$ cat config.mk
export PLATFORM = sky130hd
export DESIGN_NAME = branch_unit_flat
export DESIGN_NICKNAME = d
export VERILOG_FILES = /design/src/rtl/branch_unit_if.sv /design/src/rtl/branch_unit.sv /design/src/flat_wrapper.sv
export SDC_FILE = /design/constraint.sdc
export NUM_CORES = 1
export LEC_CHECK = 0
export BUFFER_PORTS_ARGS = -buffer_cell sky130_fd_sc_hd__buf_2
export CAP_MARGIN = 40
export CORE_MARGIN = 2
export CORE_UTILIZATION = 47
export CTS_CLUSTER_DIAMETER = 80
export DETAILED_ROUTE_END_ITERATION = 6
export PLACE_DENSITY = 0.77
export SLEW_MARGIN = 20
export SYNTH_ARGS = -nofsm -noshare
export SYNTH_HDL_FRONTEND = slang
export SYNTH_SLANG_ARGS = --single-unit
$ cat constraint.sdc
create_clock -name clk -period 4.7 [get_ports clk]
set_input_delay 0.94 -clock clk [delete_from_list [all_inputs] [get_ports clk]]
set_output_delay 0.94 -clock clk [all_outputs]
set_load 0.1 [all_outputs]
$ cat src/rtl/branch_unit_if.sv
// ============================================================================
// Module   : branch_unit_if
// Purpose  : Execute-stage branch resolution handshake into branch_unit.
// Revision : 1.0
// ============================================================================
`default_nettype none

interface branch_unit_if;
  logic        br_valid;
  logic        br_ready;
  logic        br_taken;
  logic        br_is_rel;
  logic [63:0] br_src_pc;
  logic [63:0] br_offset;
  logic [63:0] br_target;

  modport master (
    output br_valid,
    input  br_ready,
    output br_taken,
    output br_is_rel,
    output br_src_pc,
    output br_offset,
    output br_target
  );

  modport slave (
    input  br_valid,
    output br_ready,
    input  br_taken,
    input  br_is_rel,
    input  br_src_pc,
    input  br_offset,
    input  br_target
  );
endinterface

`default_nettype wire

$ cat src/rtl/branch_unit.sv
// ============================================================================
// Module   : branch_unit
// Purpose  : Resolves taken branches into a one-cycle PC redirect followed by
//            a FLUSH_CYCLES-long fetch/decode squash. Optional BRANCH_STATS_EN
//            adds saturating taken/not-taken counters.
// Revision : 1.0
// ============================================================================
`default_nettype none

module branch_unit #(
  parameter int unsigned FLUSH_CYCLES = 2
) (
  input  wire              clk,
  input  wire              rst,
  input  wire       [63:0] pc_1,
  branch_unit_if.slave     br,
  output logic      [63:0] pc_branch,
  output logic             redirect,
  output logic             flush
`ifdef BRANCH_STATS_EN
  ,
  output logic      [31:0] stat_taken,
  output logic      [31:0] stat_not_taken
`endif
);

  localparam logic [1:0] ST_IDLE     = 2'd0;
  localparam logic [1:0] ST_REDIRECT = 2'd1;
  localparam logic [1:0] ST_FLUSH    = 2'd2;

  localparam bit         HAS_FLUSH  = (FLUSH_CYCLES > 0);
  localparam logic [3:0] FLUSH_LOAD = HAS_FLUSH ? 4'(FLUSH_CYCLES - 1) : 4'd0;

  logic [1:0]  state_q;
  logic [1:0]  state_d;
  logic [63:0] tgt_q;
  logic [63:0] tgt_d;
  logic [3:0]  cnt_q;
  logic [3:0]  cnt_d;
  logic        accept;
  logic [63:0] resolved_tgt;

  // Ready only depends on state and rst, so no br_* input reaches an output.
  assign accept       = (state_q == ST_IDLE) && !rst && br.br_valid;
  assign resolved_tgt = br.br_is_rel ? (br.br_src_pc + br.br_offset) : br.br_target;

  always_ff @(posedge clk) begin
    if (rst) begin
      state_q <= ST_IDLE;
      tgt_q   <= 64'd0;
      cnt_q   <= 4'd0;
    end else begin
      state_q <= state_d;
      tgt_q   <= tgt_d;
      cnt_q   <= cnt_d;
    end
  end

  always_comb begin
    state_d = state_q;
    tgt_d   = tgt_q;
    cnt_d   = cnt_q;
    case (state_q)
      ST_IDLE: begin
        if (accept && br.br_taken) begin
          tgt_d   = resolved_tgt;
          state_d = ST_REDIRECT;
        end
      end
      ST_REDIRECT: begin
        if (HAS_FLUSH) begin
          cnt_d   = FLUSH_LOAD;
          state_d = ST_FLUSH;
        end else begin
          state_d = ST_IDLE;
        end
      end
      ST_FLUSH: begin
        if (cnt_q == 4'd0) begin
          state_d = ST_IDLE;
        end else begin
          cnt_d = cnt_q - 4'd1;
        end
      end
      default: begin
        state_d = ST_IDLE;
      end
    endcase
  end

  always_comb begin
    pc_branch   = pc_1;
    redirect    = 1'b0;
    flush       = 1'b0;
    br.br_ready = 1'b0;
    if (!rst) begin
      case (state_q)
        ST_IDLE: begin
          br.br_ready = 1'b1;
        end
        ST_REDIRECT: begin
          pc_branch = tgt_q;
          redirect  = 1'b1;
          flush     = 1'b1;
        end
        ST_FLUSH: begin
          flush = 1'b1;
        end
        default: begin
          pc_branch = pc_1;
        end
      endcase
    end
  end

`ifdef BRANCH_STATS_EN
  always_ff @(posedge clk) begin
    if (rst) begin
      stat_taken     <= 32'd0;
      stat_not_taken <= 32'd0;
    end else if (accept) begin
      if (br.br_taken) begin
        if (stat_taken != 32'hFFFF_FFFF) begin
          stat_taken <= stat_taken + 32'd1;
        end
      end else begin
        if (stat_not_taken != 32'hFFFF_FFFF) begin
          stat_not_taken <= stat_not_taken + 32'd1;
        end
      end
    end
  end
`endif

endmodule

`default_nettype wire

$ cat src/flat_wrapper.sv
// flat-port wrapper written by rule: the top's interface ports become plain ports
module branch_unit_flat 
#(
  parameter int unsigned FLUSH_CYCLES = 2
)
  (clk, rst, pc_1, pc_branch, redirect, flush, br_br_valid, br_br_ready, br_br_taken, br_br_is_rel, br_br_src_pc, br_br_offset, br_br_target);
  branch_unit_if br_i ();
  input  wire clk;
  input  wire rst;
  input  wire       [63:0] pc_1;
  output logic      [63:0] pc_branch;
  output logic redirect;
  output logic flush;
  input wire logic [$bits(br_i.br_valid)-1:0] br_br_valid;
  output wire logic [$bits(br_i.br_ready)-1:0] br_br_ready;
  input wire logic [$bits(br_i.br_taken)-1:0] br_br_taken;
  input wire logic [$bits(br_i.br_is_rel)-1:0] br_br_is_rel;
  input wire logic [$bits(br_i.br_src_pc)-1:0] br_br_src_pc;
  input wire logic [$bits(br_i.br_offset)-1:0] br_br_offset;
  input wire logic [$bits(br_i.br_target)-1:0] br_br_target;
  assign br_i.br_valid = br_br_valid;
  assign br_br_ready = br_i.br_ready;
  assign br_i.br_taken = br_br_taken;
  assign br_i.br_is_rel = br_br_is_rel;
  assign br_i.br_src_pc = br_br_src_pc;
  assign br_i.br_offset = br_br_offset;
  assign br_i.br_target = br_br_target;
  branch_unit #(.FLUSH_CYCLES(FLUSH_CYCLES)) u_core (.clk(clk), .rst(rst), .pc_1(pc_1), .br(br_i), .pc_branch(pc_branch), .redirect(redirect), .flush(flush));
endmodule
==> impl_metrics.py <==
metrics = {
    "detailed_routing": {
        "wl_um": 27800,
        "drc": 0,
        "vias": 8973,
        "viasPerCell": 5.94,
        "ant_nets": 0,
        "drt_iter0_markers": 600,
        "avgRoutedWirePerCell_um": 18.4,
        "first_pass_iters": 5,
    },
    "synth": {
        "synth_flop_cell": "dfxtp_1",
        "ys_ff_latch": 70,
        "synth_edf_count": 0,
        "seq_area_frac_synth_pct": 18.2,
        "yosys-top-cells-area": "dfxtp_1 18%, ha_1 11%, mux2_2 9.5%",
        "ys_warn_count": 0,
        "yosys.area.top_type": "dfxtp_1",
        "synth_top_area_share_pct": 18.2,
        "synth.cell_area_um2": 7720,
        "syn_avg_cell_area_um2": 7.61,
        "yosysUniqueCellTypes": 67,
        "synthArstFlopShare_pct": 0,
        "syn_nets": 1344,
        "synthCells": 1014,
    },
    "critical_path": {
        "r2r_end": "u_core.tgt_q[51]$_SDFFE_PP0P_",
        "path_max_fanout": 3,
        "cp.required_ns": 4.90,
        "slowest_delay_ns": 0.45,
        "reg2reg_depth": 8,
        "critPathBufInv": 1,
        "path_cells": "buf_2 > ha_1 > fa_1 > a21oi_1 > nor2_1 > o21ai_0 > a311oi_1 > or3_4 > a211o_1 > and2_2 > a41oi_2 > xor2_1 > o22ai_1",
        "crit_type": "in2reg",
        "critPathTopFamily": "compound AO/OA/AOI/OAI gates",
        "endpoint_kind": "flop",
        "critPathCapture": "u_core.tgt_q[62]$_SDFFE_PP0P_",
        "crit_path_start_kind": "input pin",
        "rrSetupSlack_ns": 2.14,
        "crit_arrival_ns": 4.16,
        "r2r-start": "u_core.state_q[0]$_SDFFE_PP0P_",
        "startpoint": "br_br_offset[0]",
        "slowest_stage": "o21ai_0",
        "cp.depth": 13,
    },
    "finish": {
        "final_common_cell": "buf_2",
        "antenna_cells": 0,
        "fin_util_pct": 67.2,
        "layout_common_cells": "263 x buf_2, 111 x a21oi_1, 97 x nor2_1, 80 x nand2_1, 70 x dfxtp_1",
        "syn_to_final_growth_pct": 38.8,
        "drive_above_1_share_pct": 34.3,
        "nNetsFinal": 1619,
    },
    "global_route": {
        "grt-ovfl-total": 0,
        "grt_use_met2_pct": 56.3,
        "grt_pass1_wl_um": 44300,
        "grt_max_degree": 69,
        "grt_use_met1_pct": 36.0,
        "grt_usage_pct": 30.9,
        "grt_pass1_vias": 8925,
        "met3_usage_pct": 5.88,
        "antenna_found_initial": 0,
        "busiest_layer": "met2",
    },
    "floorplan": {
        "start_util_pct": 48.4,
        "coreArea_um2": 15900,
        "io_pins": 328,
        "die_y_um": 132,
        "dieArea_um2": 17500,
        "rows": 46,
        "dieWidth_um": 132,
    },
    "timing": {
        "fin_crit_ns": 3.96,
        "rsz0062_at_grt": "no",
        "worst_slew_margin_rel_pct": 44.4,
        "worst_slew_pin_slew_ns": 0.835,
        "slew_violations": 0,
        "hold_viol": 0,
        "skew_ns": 0.00781,
        "setup_viol": 0,
        "tns_ns": 0,
        "max_freq_mhz": 252,
        "fin_crit_sh_pct": 84.3,
        "holdWs_ns": 0.491,
    },
    "power_and_ir_drop": {
        "p_comb_share_pct": 63.9,
        "power_per_cell_area_nw_per_um2": 372,
        "pwr-share-clk_pct": 18.2,
        "p_int_mw": 2.03,
        "switching_power_mw": 1.95,
        "switching_share_pct": 49.1,
        "ir_drop_v": 0.000272,
        "leakage_nw": 4.89,
        "p_seq_share_pct": 17.9,
    },
    "worst_hold_path": {
        "hold_class": "reg2reg",
        "hold_path_depth": 2,
    },
    "cts": {
        "clk_latency_ns": 0.34,
        "cts_buffers": 9,
        "cts_root_buffer": "clkbuf_16",
        "clk_pin_slew_ns": 0.06,
        "clk_path_buf_depth": 2,
        "cts-hold-fix-buffers": 0,
        "cts_tree": "done",
        "clkSinkCount": 70,
        "htreeDepth": 3,
        "cts_resized": 0,
        "postCtsSetupBuffers": 0,
    },
    "flow_run": {
        "maxCapViolations": 0,
    },
    "placement": {
        "portBuffers": 327,
        "gp_congestion": 0.983,
        "dp_hpwl_um": 22200,
    },
    "status": {
        "outcome": "finished, final reports clean",
    },
}
-- flip-flops by register name (all words and copies together) (netlist names) --
signal / count
u_core.cnt_q: 4
u_core.state_q: 2
u_core.tgt_q: 64
-- routing by layer --
| metal | up-vias | share of wire, % |
|---|---|---|
| met5 | - | 0 |
| met1 | 4178 | 40 |
| met2 | 450 | 49 |
| met3 | 65 | 7.6 |
| met4 | 0 | 2.8 |
| li1 | 4280 | - |
-- metrics by stage --
step                power (mW)  instance area, µm²  setup slack (ns)  instances
CTS                       3.98               10700             0.809       1510
finish                    3.98               10700             0.739       1510
detailed placement        3.25               10400             0.464       1494
floorplan                 2.41                7720              1.03       1014
global placement          3.20               10400             0.541       1492
global route              4.15               10700             0.600       1510
-- synth_stat cells, types with 5 or more instances --
cell type	n
a211oi_1	44
a21o_1	25
a21oi_1	111
a21oi_2	8
a221oi_1	6
a31oi_1	11
and3_1	12
buf_1	6
buf_2	9
clkbuf_1	55
dfxtp_1	70
ha_1	68
inv_1	24
mux2_2	65
mux2i_1	29
nand2_1	81
nand2b_1	9
nand3_1	22
nand3b_1	8
nand4_1	26
nor2_1	97
nor2b_1	6
nor3_1	25
o211ai_1	6
o21ai_0	51
o21ai_1	5
o21bai_1	11
o22ai_1	5
o31ai_1	6
xnor2_1	36
xor2_1	19
-- how the worst min path moves through the flow --
| stage | start | end | slack [ns] |
|---|---|---|---|
| floorplan | u_core.tgt_q[10]$_SDFFE_PP0P_ | u_core.tgt_q[10]$_SDFFE_PP0P_ | 0.44 |
| global placement | u_core.tgt_q[3]$_SDFFE_PP0P_ | u_core.tgt_q[3]$_SDFFE_PP0P_ | 0.47 |
| detailed placement | u_core.tgt_q[5]$_SDFFE_PP0P_ | u_core.tgt_q[5]$_SDFFE_PP0P_ | 0.48 |
| CTS | u_core.tgt_q[5]$_SDFFE_PP0P_ | u_core.tgt_q[5]$_SDFFE_PP0P_ | 0.49 |
| global route | u_core.tgt_q[5]$_SDFFE_PP0P_ | u_core.tgt_q[5]$_SDFFE_PP0P_ | 0.51 |
| finish | u_core.tgt_q[8]$_SDFFE_PP0P_ | u_core.tgt_q[8]$_SDFFE_PP0P_ | 0.49 |
-- layout make-up --
class / count / area, µm²
Tap cell: 216 / 270
Fill cell: 1355 / 5230
Sequential cell: 70 / 1400
Clock buffer: 9 / 225
Clock inverter: 7 / 78.8
Inverter: 25 / 93.8
Multi-Input combinational cell: 847 / 5940
Timing Repair Buffer: 336 / 2710
-- logic make-up after synthesis --
family,Yosys count,synth area share [%]
mux,95,13.4
simple gates,303,18.5
compound gates,325,27.3
xor+xnor,55,6.24
flops,70,18.2
fa+ha+maj,69,11.3
buf+inv,97,5.06
-- power groups by stage --
stage / sequential, mW / clock (mW) / combinational [mW]
2_1_floorplan: 0.705 / 0 / 1.71
3_3_place_gp: 0.722 / 0 / 2.47
3_5_place_dp: 0.725 / 0 / 2.52
4_1_cts: 0.712 / 0.732 / 2.53
5_1_grt: 0.721 / 0.757 / 2.67
6_report: 0.713 / 0.726 / 2.54
-- worst min-delay path, stage by stage, from the launching register on --
cell and delay, ns:
dfxtp_1 0.32, nand3b_1 0.07, o21ai_0 0.07
No activity file was read; power rests on OpenSTA's default activity.
